$ cat src/rtl/sw_pkg.sv
// rtl/sw_pkg.sv - shared types and constants for the weight/image sequencer
package sw_pkg;

  typedef enum logic [1:0] {
    ST_IDLE  = 2'd0,
    ST_RUN   = 2'd1,
    ST_DRAIN = 2'd2
  } sw_state_t;

  localparam int PE_LATENCY_DEFAULT = 4;

  function automatic logic [31:0] sat_inc(input logic [31:0] value);
    return (value == '1) ? value : value + 32'd1;
  endfunction

endpackage

$ cat src/rtl/sw_seq_counter.sv
// rtl/sw_seq_counter.sv - loadable wrap counter; the limit is captured on load
module sw_seq_counter #(
  parameter int WIDTH = 8
) (
  input  logic             clk,
  input  logic             reset,
  input  logic             load,
  input  logic [WIDTH-1:0] last_value,
  input  logic             en,
  output logic [WIDTH-1:0] count,
  output logic             terminal
);

  logic [WIDTH-1:0] limit;

  always_ff @(posedge clk) begin
    if (reset) begin
      count <= '0;
      limit <= '0;
    end else if (load) begin
      count <= '0;
      limit <= last_value;
    end else if (en) begin
      count <= terminal ? '0 : count + WIDTH'(1);
    end
  end

  assign terminal = (count == limit);

endmodule

$ cat src/rtl/sw_seq_ctrl.sv
// rtl/sw_seq_ctrl.sv - group/image/weight beat sequencer with PE drain tracking
// Optional perf counters are built in when SW_SEQ_PERF_EN is defined.
module sw_seq_ctrl
  import sw_pkg::*;
#(
  parameter int NUM_PE            = 8,
  parameter int WEIGHT_ADDR_WIDTH = 13,
  parameter int IMAGE_ADDR_WIDTH  = 16,
  parameter int GROUP_WIDTH       = 8,
  parameter int PE_LATENCY        = PE_LATENCY_DEFAULT
) (
  input  logic                         clk,
  input  logic                         reset,
  input  logic                         start,
  input  logic [WEIGHT_ADDR_WIDTH-1:0] wgt_last,
  input  logic [IMAGE_ADDR_WIDTH-1:0]  img_last,
  input  logic [GROUP_WIDTH-1:0]       group_last,
  input  logic                         pipeline_full,
  output logic                         valid,
  output logic [WEIGHT_ADDR_WIDTH-1:0] addr_a,
  output logic [IMAGE_ADDR_WIDTH-1:0]  addr_b,
  output logic [GROUP_WIDTH-1:0]       group_idx,
  output logic                         last,
  output logic                         filters_finished,
  output logic                         pipeline_empty,
  output logic                         busy,
  output logic                         done,
  output logic [31:0]                  stall_cycles,
  output logic [31:0]                  active_cycles
);

  if (NUM_PE < 1 || PE_LATENCY < 1 || PE_LATENCY > 64) begin : g_param_check
    $error("sw_seq_ctrl: NUM_PE must be >= 1 and PE_LATENCY within 1..64");
  end

  // The top stage holds the beat that leaves the PE pipeline this cycle.
  localparam logic [PE_LATENCY-1:0] EXIT_STAGE = PE_LATENCY'(1) << (PE_LATENCY - 1);

  sw_state_t state, state_next;

  logic                         job_load;
  logic                         issue;
  logic                         group_end;
  logic                         job_end;
  logic                         w_term, i_term, g_term;
  logic [WEIGHT_ADDR_WIDTH-1:0] w_count;
  logic [WEIGHT_ADDR_WIDTH-1:0] weight_base;
  logic [WEIGHT_ADDR_WIDTH-1:0] w_words;
  logic [PE_LATENCY-1:0]        in_flight;

  assign job_load  = (state == ST_IDLE) && start;
  assign issue     = (state == ST_RUN) && !pipeline_full;
  assign group_end = issue && w_term && i_term;
  assign job_end   = group_end && g_term;

  sw_seq_counter #(.WIDTH(WEIGHT_ADDR_WIDTH)) u_weight_cnt (
    .clk        (clk),
    .reset      (reset),
    .load       (job_load),
    .last_value (wgt_last),
    .en         (issue),
    .count      (w_count),
    .terminal   (w_term)
  );

  sw_seq_counter #(.WIDTH(IMAGE_ADDR_WIDTH)) u_image_cnt (
    .clk        (clk),
    .reset      (reset),
    .load       (job_load),
    .last_value (img_last),
    .en         (issue && w_term),
    .count      (addr_b),
    .terminal   (i_term)
  );

  sw_seq_counter #(.WIDTH(GROUP_WIDTH)) u_group_cnt (
    .clk        (clk),
    .reset      (reset),
    .load       (job_load),
    .last_value (group_last),
    .en         (group_end),
    .count      (group_idx),
    .terminal   (g_term)
  );

  always_ff @(posedge clk) begin
    if (reset) begin
      state <= ST_IDLE;
    end else begin
      state <= state_next;
    end
  end

  // Group stride accumulates W instead of multiplying group index by W.
  always_ff @(posedge clk) begin
    if (reset) begin
      weight_base <= '0;
      w_words     <= '0;
    end else if (job_load) begin
      weight_base <= '0;
      w_words     <= wgt_last + WEIGHT_ADDR_WIDTH'(1);
    end else if (group_end) begin
      weight_base <= weight_base + w_words;
    end
  end

  always_ff @(posedge clk) begin
    if (reset) begin
      in_flight <= '0;
    end else begin
      in_flight <= (in_flight << 1) | PE_LATENCY'(issue);
    end
  end

  assign pipeline_empty   = !issue && ((in_flight & ~EXIT_STAGE) == '0);
  assign valid            = issue;
  assign addr_a           = weight_base + w_count;
  assign last             = job_end;
  assign filters_finished = group_end;

  always_comb begin
    state_next = state;
    done       = 1'b0;
    busy       = 1'b0;
    case (state)
      ST_IDLE: begin
        if (start) state_next = ST_RUN;
      end
      ST_RUN: begin
        busy = 1'b1;
        if (job_end) state_next = ST_DRAIN;
      end
      ST_DRAIN: begin
        if (pipeline_empty) begin
          state_next = ST_IDLE;
          done       = 1'b1;
        end else begin
          busy = 1'b1;
        end
      end
      default: state_next = ST_IDLE;
    endcase
  end

`ifdef SW_SEQ_PERF_EN
  always_ff @(posedge clk) begin
    if (reset || job_load) begin
      stall_cycles  <= '0;
      active_cycles <= '0;
    end else begin
      if (state == ST_RUN && pipeline_full) stall_cycles <= sat_inc(stall_cycles);
      if (busy) active_cycles <= sat_inc(active_cycles);
    end
  end
`else
  assign stall_cycles  = '0;
  assign active_cycles = '0;
`endif

endmodule

$ cat config.mk
export PLATFORM = sky130hd
export DESIGN_NAME = sw_seq_ctrl
export DESIGN_NICKNAME = d
export VERILOG_FILES = /design/src/rtl/sw_pkg.sv /design/src/rtl/sw_seq_counter.sv /design/src/rtl/sw_seq_ctrl.sv
export SDC_FILE = /design/constraint.sdc
export NUM_CORES = 1
export LEC_CHECK = 0
export ABC_AREA = 1
export BUFFER_PORTS_ARGS = -buffer_cell sky130_fd_sc_hd__buf_2
export CAP_MARGIN = 20
export CORE_MARGIN = 4
export CORE_UTILIZATION = 55
export CTS_CLUSTER_SIZE = 40
export DETAILED_ROUTE_END_ITERATION = 7
export GPL_TIMING_DRIVEN = 0
export PLACE_DENSITY_LB_ADDON = 0.2
export SLEW_MARGIN = 20
export SYNTH_ARGS = -nofsm -noshare
export SYNTH_HDL_FRONTEND = slang
export SYNTH_SLANG_ARGS = --single-unit
$ cat constraint.sdc
create_clock -name clk -period 2 [get_ports clk]
set_input_delay 0.2 -clock clk [delete_from_list [all_inputs] [get_ports clk]]
set_output_delay 0.2 -clock clk [all_outputs]
set_load 0.02 [all_outputs]
; ---- After elaboration in Yosys (flattened, before gate mapping)
; Index checks and enable logic that the tools add are counted.
[word_totals]
ff_bits = 105
out_inout_bits = 107
wordCells = 48
[classes]
n_mux = 11
addsub = 6
n_eq_ne = 8
reduce_logical = 12
bitwise = 1
[op_table]
columns = operator, count
row1 = adder 13 x 1 -> 13 bit (second input constant), 2
row2 = adder 13 bit, 2
row3 = adder 16 x 1 -> 16 bit (second input constant), 1
row4 = == test 16 bit, 1
row5 = 2-to-1 mux 16 bit, 1
row6 = == test 13 bit, 1
row7 = 2-to-1 mux 13 bit, 1
row8 = adder 8 x 1 -> 8 bit (second input constant), 1
row9 = == test 8 bit, 1
row10 = 2-to-1 mux 8 bit, 1
row11 = logical AND 1 bit, 6
row12 = 2-to-1 mux 2 bit, 3
row13 = inequality test 2 bit (second input constant), 3
row14 = case mux 2 bit (3 select lines), 1
row15 = logical NOT 4 bit, 1
row16 = 2-to-1 mux 1 bit, 3
row17 = bitwise OR 3 x 1 -> 3 bit, 1
row18 = AND reduction 3 bit, 1
row19 = == test 2 x 1 -> 1 bit (second input constant), 1
row20 = == test 2 bit (second input constant), 1
row21 = logical NOT 1 bit, 2
row22 = logical NOT 2 bit, 1
row23 = case mux 1 bit (2 select lines), 1
row24 = OR reduction 2 bit, 1

; ---- Logic depth before layout (Yosys ltp)
[depth]
word_depth = 7
mapped_depth = 14

; ---- Cells and area by module
; A second synthesis with hierarchy kept.
[hier_totals]
hier_cells = 1054
area_unflattened_um2 = 7141.8
[modules_own_cells]
columns = mod, area_each_um2, seq_area_each_um2, instances, cells_each
row1 = sw_seq_ctrl, 3314.4, 620.6, 1, 501
row2 = sw_seq_counter at u_image_cnt, 1650.3, 640.6, 1, 249
row3 = sw_seq_counter at u_weight_cnt, 1321.3, 520.5, 1, 193
row4 = sw_seq_counter at u_group_cnt, 855.8, 320.3, 1, 111

; ---- Worst setup path before layout
; OpenSTA, ideal clock, no wires.
[synth_path]
kind = register to output
start = register u_weight_cnt.count[0]
end = output port addr_a[12]
arrival_time_ns = 1.789
n_path_buf = 0
slack_ns = 0.011
path_stages_with_launch = 8
path_cell_list = dfxtp_1 ha_1 fa_1 nand3_1 nand2_1 a21oi_1 o31ai_1 xor2_1
[synth_via]
elab_chain_len = 1
[synth_lines]
columns = element, line
row1 = from (decl), sw_seq_counter.sv:10  ; output logic [WIDTH-1:0] count,
row2 = from (signal assigned), sw_seq_counter.sv:24  ; count <= terminal ? '0 : count + WIDTH'(1);
row3 = adder 13 bit, sw_seq_ctrl.sv:117  ; assign addr_a = weight_base + w_count;
row4 = to (decl), sw_seq_ctrl.sv:20  ; output logic [WEIGHT_ADDR_WIDTH-1:0] addr_a,
; Every way passes these cells.

; ---- Final worst setup path
[layout_path]
start = register weight_base[6]
end = output port addr_a[12]
[layout_via]
elab_chain_len = 1
[layout_lines]
columns = element, line
row1 = from (decl), sw_seq_ctrl.sv:47  ; logic [WEIGHT_ADDR_WIDTH-1:0] weight_base;
row2 = from (signal assigned), sw_seq_ctrl.sv:103  ; weight_base <= weight_base + w_words;
row3 = adder 13 bit, sw_seq_ctrl.sv:117
; Every way passes these cells.

==> out/results.ini <==
[timing]
period_needed_ns=2.29
max_freq_ghz=0.436
finalHoldViolCount=0
worst_slack_ns=-0.291
slew_violations=0
min_period_over_period_pct=115
skew_ns=0.00727
rsz0062_at_grt=true
setup_violations=14
relSlewSlack_pct=66.4
fin_tns_setup_ns=-2.03
max_slew.worst_pin.slew_ns=0.504

[route]
ant_nets=0
drt-pass1-iter-count=5
totalWireLength_mm=19.5
vias_per_cell=5.25
dr_total_vias=6788
detail_route.iter0.violations=545
post_drt_wl_per_cell_um=15.1
drc=0

[logic_synthesis]
ys_ff_latch=105
synth-warning-count=0
postSynthAreaPerCell_um2=7.12
synthCells=941
syn-cell-area_um2=6700
ys_types=43
yosysSeqAreaShare_pct=31.4

[grt]
grt_pass1_wl_mm=29.8
grt_use_total_pct=25.9
grt_pass1_vias=6119
antenna_found_initial=0
grt_max_degree=20
overflow=0

[clock_tree]
clock_latency_ns=0.36
cts_sinks=105
cts_buffers=9
cts-root-buf=clkbuf_16
cts_hold_buffers=0
ctsLongestPathBuffers=2
path_clk_slew_ns=0.08
cts_tree=done
htreeDepth=3

[setup_path]
crit_required_ns=1.80
critPathBufInv=2
cp_slowest_cell=dfxtp_4
crit_path_frequent_cell=buf_4
crit_family=flip-flops
crit_path_cell_trace=ha_4, nand2_1, nor2_2, a21oi_4, buf_4, o31ai_2, xor2_1, buf_4
critical_path.max_fanout=4
cp-start-kind=register
cp-end-kind=output pin
critPathArrivalTime_ns=2.09
worst_path_largest_cell_delay_ns=0.37
crit_type=register to output pin
reg2reg_setup_slack_ns=-0.01

[outcome]
status=complete, but fails checks
violations=setup timing

[place]
dp_cells=1234
gp_congestion=0.941
dpl.hpwl_mm=13.4
placed_cell_area_um2=7540
port_buffers=83

[floorplanning]
initial_core_util_pct=56.0
die_w_um=118
design.core.area_um2=12000
die_h_um=118
design.die.area_um2=14000
rows=40
ios=148

[cells_and_area]
fin_area_um2=8760
area_delta_synth_final_pct=30.7
final_layout_size_suffix_gt1_share_pct=29.8
stdcell_count=1292
antenna_cells=0
nets=1216

[worst_hold_path]
hp-class=primary input to register

[power]
powerDensity_nw_per_um2=732
finalPower_mw=6.41
peakVddDrop_mv=0.691
leakagePower_nw=4.21

[job]
cap_violations=0

-- cells by family after synthesis --
| logic type | share of synthesized area [%] |
|---|---|
| adder cells (fa/ha/maj) | 6.76 |
| XOR/XNOR | 7.19 |
| AND/OR/NAND/NOR | 27.3 |
| flip-flops | 31.4 |
| buffers and inverters | 14.6 |
| other | 0.0560 |
| AO/OA/AOI/OAI | 12.8 |
-- cell usage in the layout, fill, tap and decap left out, drive strengths merged, types with 21 or more instances in the layout --
cell type / n
dfxtp: 105
nor3: 25
xnor2: 30
a21oi: 49
xor2: 25
ha: 33
conb: 64
buf: 199
clkbuf: 21
nand2: 224
nand3: 50
o21ai: 40
nor2: 92
inv: 101
-- worst paths after layout --
check / start / to / cells past startpoint
worst max register to register: u_weight_cnt.count[12] / weight_base[5] / 12
worst max-delay path: weight_base[6] / addr_a[12] / 8
worst min register to register: in_flight[1] / in_flight[2] / 2
worst min-delay path: img_last[14] / u_image_cnt.limit[14] / 3
-- report_power, final --
group | internal (mW) | switching, mW
clock network | 0.911 | 0.880
logic | 0.802 | 1.28
registers | 2.33 | 0.211
total | 4.04 | 2.37
-- worst reg2reg max path: cells and delay by family (launching register included) --
family	cells	cell delay (ns)
and+or+nand+nor	8	0.93
DFF	1	0.51
buffers and inverters	3	0.41
AOI/OAI and AO/OA	1	0.10
-- registers in the layout (all words and copies together), names as in the netlist, 3 cells and up --
name	cells
u_weight_cnt.count	13
u_group_cnt.count	8
u_image_cnt.limit	16
u_image_cnt.count	16
u_weight_cnt.limit	13
weight_base	13
in_flight	3
u_group_cnt.limit	8
w_words	13
-- final cells by class --
type,count,area (µm²)
multi-input cells,716,4280
inverters,98,380
repair buffers,126,821
clock inverters,6,58.8
plain buffers,84,618
fillers,941,3200
well taps,147,184
flip-flops and latches,105,2180
clock buffers,10,239
-- synth_stat cells, drive strengths merged --
cell      n  area share [%]
o31ai     3            0.34
a22oi     1            0.11
fa        2            0.60
a221oi    2            0.26
nand3b    3            0.34
xor2     25             3.3
nor2     92             5.6
nand4    16             1.5
nor3b     5            0.56
a32o      2            0.30
o21ai    40             3.0
buf      73             8.4
inv      98             5.5
a21oi    49             3.7
a31oi     4            0.37
nor4      1           0.093
and3      1           0.093
dfxtp   105              31
clkbuf   12            0.69
a21o      7            0.78
conb      1           0.056
a22o     20             2.6
ha       33             6.2
nand2   224              13
nand3    50             3.8
nor3     25             2.0
and2      1           0.093
or2       4            0.37
xnor2    30             3.9
a211oi    8            0.90
o22ai     1           0.093
o21a      2            0.22
o21bai    1            0.11
-- through the flow --
| stage | setup WS, ns | hold WS (ns) | util, % |
|---|---|---|---|
| 4_1_cts | -0.272 | 0.0344 | 70.5 |
| 3_3_place_gp | -0.237 | 0.400 | 63.0 |
| 5_1_grt | -0.358 | 0.0537 | 73.2 |
| 3_5_place_dp | -0.238 | 0.408 | 63.0 |
| 2_1_floorplan | 0.0107 | 0.310 | - |
| 6_report | -0.291 | 0.0404 | 73.2 |
-- metal layers --
metal,up-vias,wire [µm],GRT usage (%)
met4,0,615,7.60
li1,3360,-,-
met3,60,1330,4.26
met2,288,9170,44.0
met5,-,0,0
met1,3080,8390,33.8
-- repair_timing --
action                     CTS  global route
buffers inserted            27            15
pin swaps                   29            25
setup endpoints to repair   70            64
gates cloned                 0             1
resized for setup          104            68
Note: power is estimated with default switching activity, not from simulation.
